## src/rtl/uart_tx_fifo.sv

```systemverilog
// uart_tx_fifo: UART transmitter with a write-side FIFO, runtime baud divisor,
// 5..8 data bits, none/even/odd parity and one or two stop bits.
// Frames are sent back to back without an idle bit while the FIFO has data.
//
// Handshake: the producer pushes with wr_en; a push is accepted on a clock
// edge where wr_en=1 and full=0. A push while full is dropped and sets the
// sticky ovf flag. There is no backpressure on the serial side.
module uart_tx_fifo #(
    parameter int DIV_W      = 16,
    parameter int FIFO_DEPTH = 16,
    parameter int AW         = 4
) (
    input  logic             clk,
    input  logic             rst,
    input  logic [DIV_W-1:0] div,
    input  logic [1:0]       data_bit_sel,
    input  logic [1:0]       prty_sel,
    input  logic             stop_sel,
    input  logic             wr_en,
    input  logic [7:0]       wr_data,
    output logic             full,
    output logic             empty,
    output logic [AW:0]      count,
    output logic             ovf,
    output logic             busy,
    output logic             bit_tick,
    output logic             data_ser
);

    localparam logic [AW:0] DEPTH_C = (AW + 1)'(FIFO_DEPTH);

    typedef enum logic [2:0] {
        IDLE   = 3'd0,
        START  = 3'd1,
        DATA   = 3'd2,
        PARITY = 3'd3,
        STOP   = 3'd4
    } state_t;

    state_t state;

    // FIFO storage and pointers
    logic [7:0]    mem [FIFO_DEPTH];
    logic [AW-1:0] wr_ptr;
    logic [AW-1:0] rd_ptr;
    logic          push;
    logic          pop;
    logic [7:0]    rd_data;

    // Frame state
    logic [DIV_W-1:0] baud_cnt;
    logic [DIV_W-1:0] bit_len_q;   // clocks per bit minus one, latched at pop
    logic [DIV_W-1:0] div_m1;      // clocks per bit minus one from the live input
    logic [7:0]       sh;
    logic [2:0]       bit_idx;
    logic [2:0]       last_idx_q;
    logic             par;
    logic             par_en_q;
    logic             par_odd_q;
    logic             stop_q;
    logic             stop_idx;
    logic             last_stop;

    assign full    = (count == DEPTH_C);
    assign empty   = (count == '0);
    assign rd_data = mem[rd_ptr];
    assign push    = wr_en && !full;
    assign div_m1  = (div == '0) ? '0 : div - 1'b1;

    // bit_tick is registered so that it is high exactly when a non-idle bit
    // has its counter at zero; it therefore also marks the advancing edge.
    assign last_stop = (state == STOP) && bit_tick && (stop_idx == stop_q);

    // Pop decision: only from IDLE or at the close of the final stop bit
    always_comb begin
        pop = 1'b0;
        if (!empty && ((state == IDLE) || last_stop)) begin
            pop = 1'b1;
        end
    end

    // FIFO storage write, no reset needed on the data array
    always_ff @(posedge clk) begin
        if (push) begin
            mem[wr_ptr] <= wr_data;
        end
    end

    // FIFO pointers, occupancy and sticky overflow flag
    always_ff @(posedge clk) begin
        if (rst) begin
            wr_ptr <= '0;
            rd_ptr <= '0;
            count  <= '0;
            ovf    <= 1'b0;
        end else begin
            if (push) begin
                wr_ptr <= wr_ptr + 1'b1;
            end
            if (pop) begin
                rd_ptr <= rd_ptr + 1'b1;
            end
            case ({push, pop})
                2'b10:   count <= count + 1'b1;
                2'b01:   count <= count - 1'b1;
                default: count <= count;
            endcase
            if (wr_en && full) begin
                ovf <= 1'b1;
            end
        end
    end

    // Transmit FSM with baud counter; all outputs registered
    always_ff @(posedge clk) begin
        if (rst) begin
            state      <= IDLE;
            data_ser   <= 1'b1;
            busy       <= 1'b0;
            bit_tick   <= 1'b0;
            baud_cnt   <= '0;
            bit_len_q  <= '0;
            sh         <= '0;
            bit_idx    <= '0;
            last_idx_q <= '0;
            par        <= 1'b0;
            par_en_q   <= 1'b0;
            par_odd_q  <= 1'b0;
            stop_q     <= 1'b0;
            stop_idx   <= 1'b0;
        end else begin
            // Default: count down within the current bit
            if (state != IDLE) begin
                baud_cnt <= baud_cnt - 1'b1;
                bit_tick <= (baud_cnt == DIV_W'(1));
            end

            case (state)
                IDLE: begin
                    data_ser <= 1'b1;
                    busy     <= 1'b0;
                    bit_tick <= 1'b0;
                    baud_cnt <= '0;
                end
                START: begin
                    if (bit_tick) begin
                        state    <= DATA;
                        data_ser <= sh[0];
                        par      <= sh[0];
                        sh       <= {1'b0, sh[7:1]};
                        bit_idx  <= '0;
                        baud_cnt <= bit_len_q;
                        bit_tick <= (bit_len_q == '0);
                    end
                end
                DATA: begin
                    if (bit_tick) begin
                        baud_cnt <= bit_len_q;
                        bit_tick <= (bit_len_q == '0);
                        if (bit_idx == last_idx_q) begin
                            stop_idx <= 1'b0;
                            if (par_en_q) begin
                                state    <= PARITY;
                                data_ser <= par ^ par_odd_q;
                            end else begin
                                state    <= STOP;
                                data_ser <= 1'b1;
                            end
                        end else begin
                            data_ser <= sh[0];
                            par      <= par ^ sh[0];
                            sh       <= {1'b0, sh[7:1]};
                            bit_idx  <= bit_idx + 1'b1;
                        end
                    end
                end
                PARITY: begin
                    if (bit_tick) begin
                        state    <= STOP;
                        data_ser <= 1'b1;
                        stop_idx <= 1'b0;
                        baud_cnt <= bit_len_q;
                        bit_tick <= (bit_len_q == '0);
                    end
                end
                STOP: begin
                    if (bit_tick) begin
                        if (stop_idx == stop_q) begin
                            state    <= IDLE;
                            busy     <= 1'b0;
                            data_ser <= 1'b1;
                            bit_tick <= 1'b0;
                            baud_cnt <= '0;
                        end else begin
                            stop_idx <= 1'b1;
                            baud_cnt <= bit_len_q;
                            bit_tick <= (bit_len_q == '0);
                        end
                    end
                end
                default: begin
                    state    <= IDLE;
                    data_ser <= 1'b1;
                    busy     <= 1'b0;
                    bit_tick <= 1'b0;
                end
            endcase

            // A pop starts a new frame and latches the line format; it
            // overrides the IDLE return at the end of the last stop bit.
            if (pop) begin
                state      <= START;
                busy       <= 1'b1;
                data_ser   <= 1'b0;
                sh         <= rd_data;
                bit_len_q  <= div_m1;
                baud_cnt   <= div_m1;
                bit_tick   <= (div_m1 == '0);
                last_idx_q <= {1'b1, data_bit_sel};
                par_en_q   <= (prty_sel == 2'b01) || (prty_sel == 2'b10);
                par_odd_q  <= (prty_sel == 2'b10);
                stop_q     <= stop_sel;
                stop_idx   <= 1'b0;
            end
        end
    end

endmodule

```

## config.mk

```make
export PLATFORM = sky130hd
export DESIGN_NAME = uart_tx_fifo
export DESIGN_NICKNAME = d
export VERILOG_FILES = /design/src/rtl/uart_tx_fifo.sv
export SDC_FILE = /design/constraint.sdc
export NUM_CORES = 1
export LEC_CHECK = 0
export BUFFER_PORTS_ARGS = -buffer_cell sky130_fd_sc_hd__buf_2
export CAP_MARGIN = 30
export CORE_MARGIN = 2
export CORE_UTILIZATION = 50
export CTS_BUF_LIST = sky130_fd_sc_hd__clkbuf_4
export DETAILED_ROUTE_END_ITERATION = 6
export GPL_TIMING_DRIVEN = 0
export PLACE_DENSITY = 0.74
export SLEW_MARGIN = 10
export SYNTH_ARGS = -nofsm -noshare
export SYNTH_HDL_FRONTEND = slang
export SYNTH_SLANG_ARGS = --single-unit
```

## constraint.sdc

```tcl
create_clock -name clk -period 3.05 [get_ports clk]
set_clock_uncertainty 0.2 [all_clocks]
set_input_delay 0.305 -clock clk [delete_from_list [all_inputs] [get_ports clk]]
set_output_delay 0.305 -clock clk [all_outputs]
set_load 0.02 [all_outputs]
```

==> run metrics <==
outcome complete, no violations; via count between 6,000 and 7,000; DRC marker count from the first detailed-route iteration ~520; gr usage total 21.7%; post-synthesis instance total 679; post-synth design cell area 9000 um2; proportion of synthesized chip area in sequential cells about three fifths; Hold Path Class primary input to register; ys flop type edfxtp_1; Starting Density around half; hpwl dp roughly 14,000 um; Final Hold Viols 0; H-tree depth 2; flop-to-flop setup slack about 0.15 ns; clock transition time at the flip-flop clock pins of the worst setup and hold paths 0.07 ns; grt total ovfl 0; max-capacitance violation count 0; Period minus WS final around 2.9 ns; post-synthesis net count between 700 and 800; number of enable-type register cells in the synthesized netlist around 130; largest area contributor in the synthesized netlist edfxtp_1; Filler cells 1,410; number of buffers inserted during clock tree synthesis 51; total non-filler cell area in the finished layout 10,600 um2; most frequent cell after synthesis edfxtp_1; largest vdd supply drop roughly 0.48 mV; IO buf count 42; dpl cells 950; critical path data arrival time 3.29 ns; cell leakage power 3.70 nW; buffer depth of the longest clock path 3; top post-synthesis cells by count 128 x edfxtp_1, 75 x dfxtp_1, 58 x nor2_1; routability congestion estimate approximately 0.84; setup repair after global routing missed its margin false; reg2reg start count[3]; DIE HEIGHT between 100 and 150 um; path type of the worst setup path register to register; capturing instance or port of the critical path count[4]; async set or reset register ratio after synthesis 0%; share of the clock period used by the worst path after layout 95.2%; timing startpoint of the critical path count[3]; clock tree from TritonCTS done; final layout net count 857; Core Region roughly 18,000 um2; buffer cell driving the clock tree root clkbuf_4; row count 49; CP required approximately 3.4 ns; Routed Antenna Nets 0; average cell area after synthesis between 10 and 15 um2; total of flip-flops plus latches after synthesis ~200; number of cells in the finished layout apart from fillers about 1,100; total number of yosys warnings 0; area enclosed by the die boundary 19,100 um2; post-detailed-route via-to-cell ratio around 5.8; fraction of layout cells with a size suffix above 1 between 20% and 30%; clk sink count just over 200; wire length of the first global-routing pass around 33,000 um; cell depth of the worst flop-to-flop path 12; aggregate routed wire length roughly 21,000 um; Pre-antenna DRT Iters 5; max-slew violation count 0; Setup Viol. Count Final 0; width of the chip roughly 140 um; via count of the first global-routing pass about 6,300; cell types occupying the most area after synthesis edfxtp_1 43%, dfxtp_1 17%, mux4_2 9.8%, nor2_1 2.4%, a21oi_1 2.3%; final standard cell utilization of the core 59.5%; DRC violation count after routing 0; Cell variety after synth 73; area of placed instances approximately 9500 um2; PwrDens between 800 and 900 nW/um2; Max Fanout on Critical Path 5; Worst Tran Pin Value around 0.83 ns; proportion of netlist area held by the largest area contributor a little over two fifths; kind of end point of the critical path register; number of antenna violations at the first check in global routing 1; kind of start point of the critical path register; worst-skew pair later-pin latency roughly 0.66 ns; growth of design area from synthesis to finish 17.9%; worst relative slew slack 44.3%; Fmax achieved between 300 and 400 MHz; maximum number of pins on one net before global-route repair 17; worst r2r dst count[4]; average wire length per cell after detail routing between 15 and 20 um; num ports 43
[worst max-delay path, stage by stage (launching register included)]
cell	delay [ns]
dfxtp_2	0.35
nor4_4	0.37
buf_4	0.18
a21oi_2	0.06
nand2_2	0.13
inv_8	0.04
ha_4	0.17
ha_1	0.30
nor2b_2	0.17
o21ai_1	0.15
a21oi_1	0.11
or4_1	0.47
a21oi_1	0.14
[through the flow]
step	setup slack (ns)	hold slack [ns]	power, mW	TNS (ns)
6_report	0.145	0.265	8.80	0
2_1_floorplan	0.0166	0.204	5.65	0
4_1_cts	0.0105	0.207	8.82	0
3_3_place_gp	-0.311	0.255	6.35	-0.311
3_5_place_dp	-0.407	0.265	6.45	-0.407
5_1_grt	0.00314	0.238	9.33	0
[per-layer routing]
layer	GRT usage (%)	routed length, um	share of wire [%]
met1	26.9	8550	41
met2	38.2	10700	51
met3	4.57	1120	5.4
met4	6.77	412	2.0
met5	0	0	0
[sequential cells by signal, summed over array words and instances, names as in the netlist, 3 cells and up, named ones only]
| name | cells |
|---|---|
| baud_cnt | 16 |
| bit_idx | 3 |
| bit_len_q | 16 |
| count | 5 |
| last_idx_q | 3 |
| mem | 128 |
| rd_ptr | 4 |
| sh | 8 |
| state | 3 |
| wr_ptr | 4 |
[cell families after synthesis]
| logic type | Yosys count | share of synthesized area, % |
|---|---|---|
| AOI/OAI and AO/OA | 126 | 9.85 |
| xor gates and xnor gates | 30 | 2.92 |
| adders and majority gates | 15 | 2.17 |
| buffers and inverters | 60 | 2.79 |
| DFF | 203 | 59.4 |
| muxes | 53 | 11.3 |
| and+or+nand+nor | 192 | 11.6 |
[where the power goes]
group	switching (mW)	internal, mW
sequential	0.324	3.29
clock	1.07	1.16
combinational	1.67	1.28
[worst min-delay path by stage]
stage	start	end	depth (start not counted)
global route	stop_sel	stop_q	4
detailed placement	sh[7]	sh[7]	2
floorplan	wr_data[0]	mem[0][0]	0
finish	wr_en	ovf	4
CTS	wr_en	ovf	4
global placement	stop_q	stop_q	2
[final cells by class]
class | instances | area, um2 | share of cell area (%)
Sequential cell | 203 | 5350 | 50.4
Multi-Input combinational cell | 416 | 3480 | 32.8
Timing Repair Buffer | 80 | 581 | 5.47
Clock buffer | 77 | 578 | 5.45
Tap cell | 229 | 287 | 2.70
Buffer | 37 | 163 | 1.53
Inverter | 21 | 86.3 | 0.813
Clock inverter | 17 | 80.1 | 0.755
Antenna cell | 1 | 2.50 | 0.0236
[placed cells by master, fill, tap and decap left out, types with 13 or more instances in the layout]
cell type,Yosys,final
edfxtp_1,128,128
mux4_2,39,39
nor3_1,19,15
clkbuf_4,0,77
nor2_1,58,58
inv_1,21,20
ha_1,14,13
xnor2_1,15,14
nand2_1,35,34
a21oi_1,41,40
clkbuf_1,20,20
dlygate4sd3_1,0,34
dfxtp_1,75,69
xor2_1,15,15
o2bb2ai_1,13,13
buf_2,12,52
mux2i_1,13,13
[repair_timing]
| action | CTS | global route |
|---|---|---|
| pin swaps | 1 | 1 |
| resized for setup | 8 | 10 |
| setup endpoints to repair | 1 | 1 |
| setup buffers | 3 | 1 |
| hold endpoints to repair | 166 | 0 |
| hold buffers | 34 | 0 |
(Power assumes the default switching activity.)
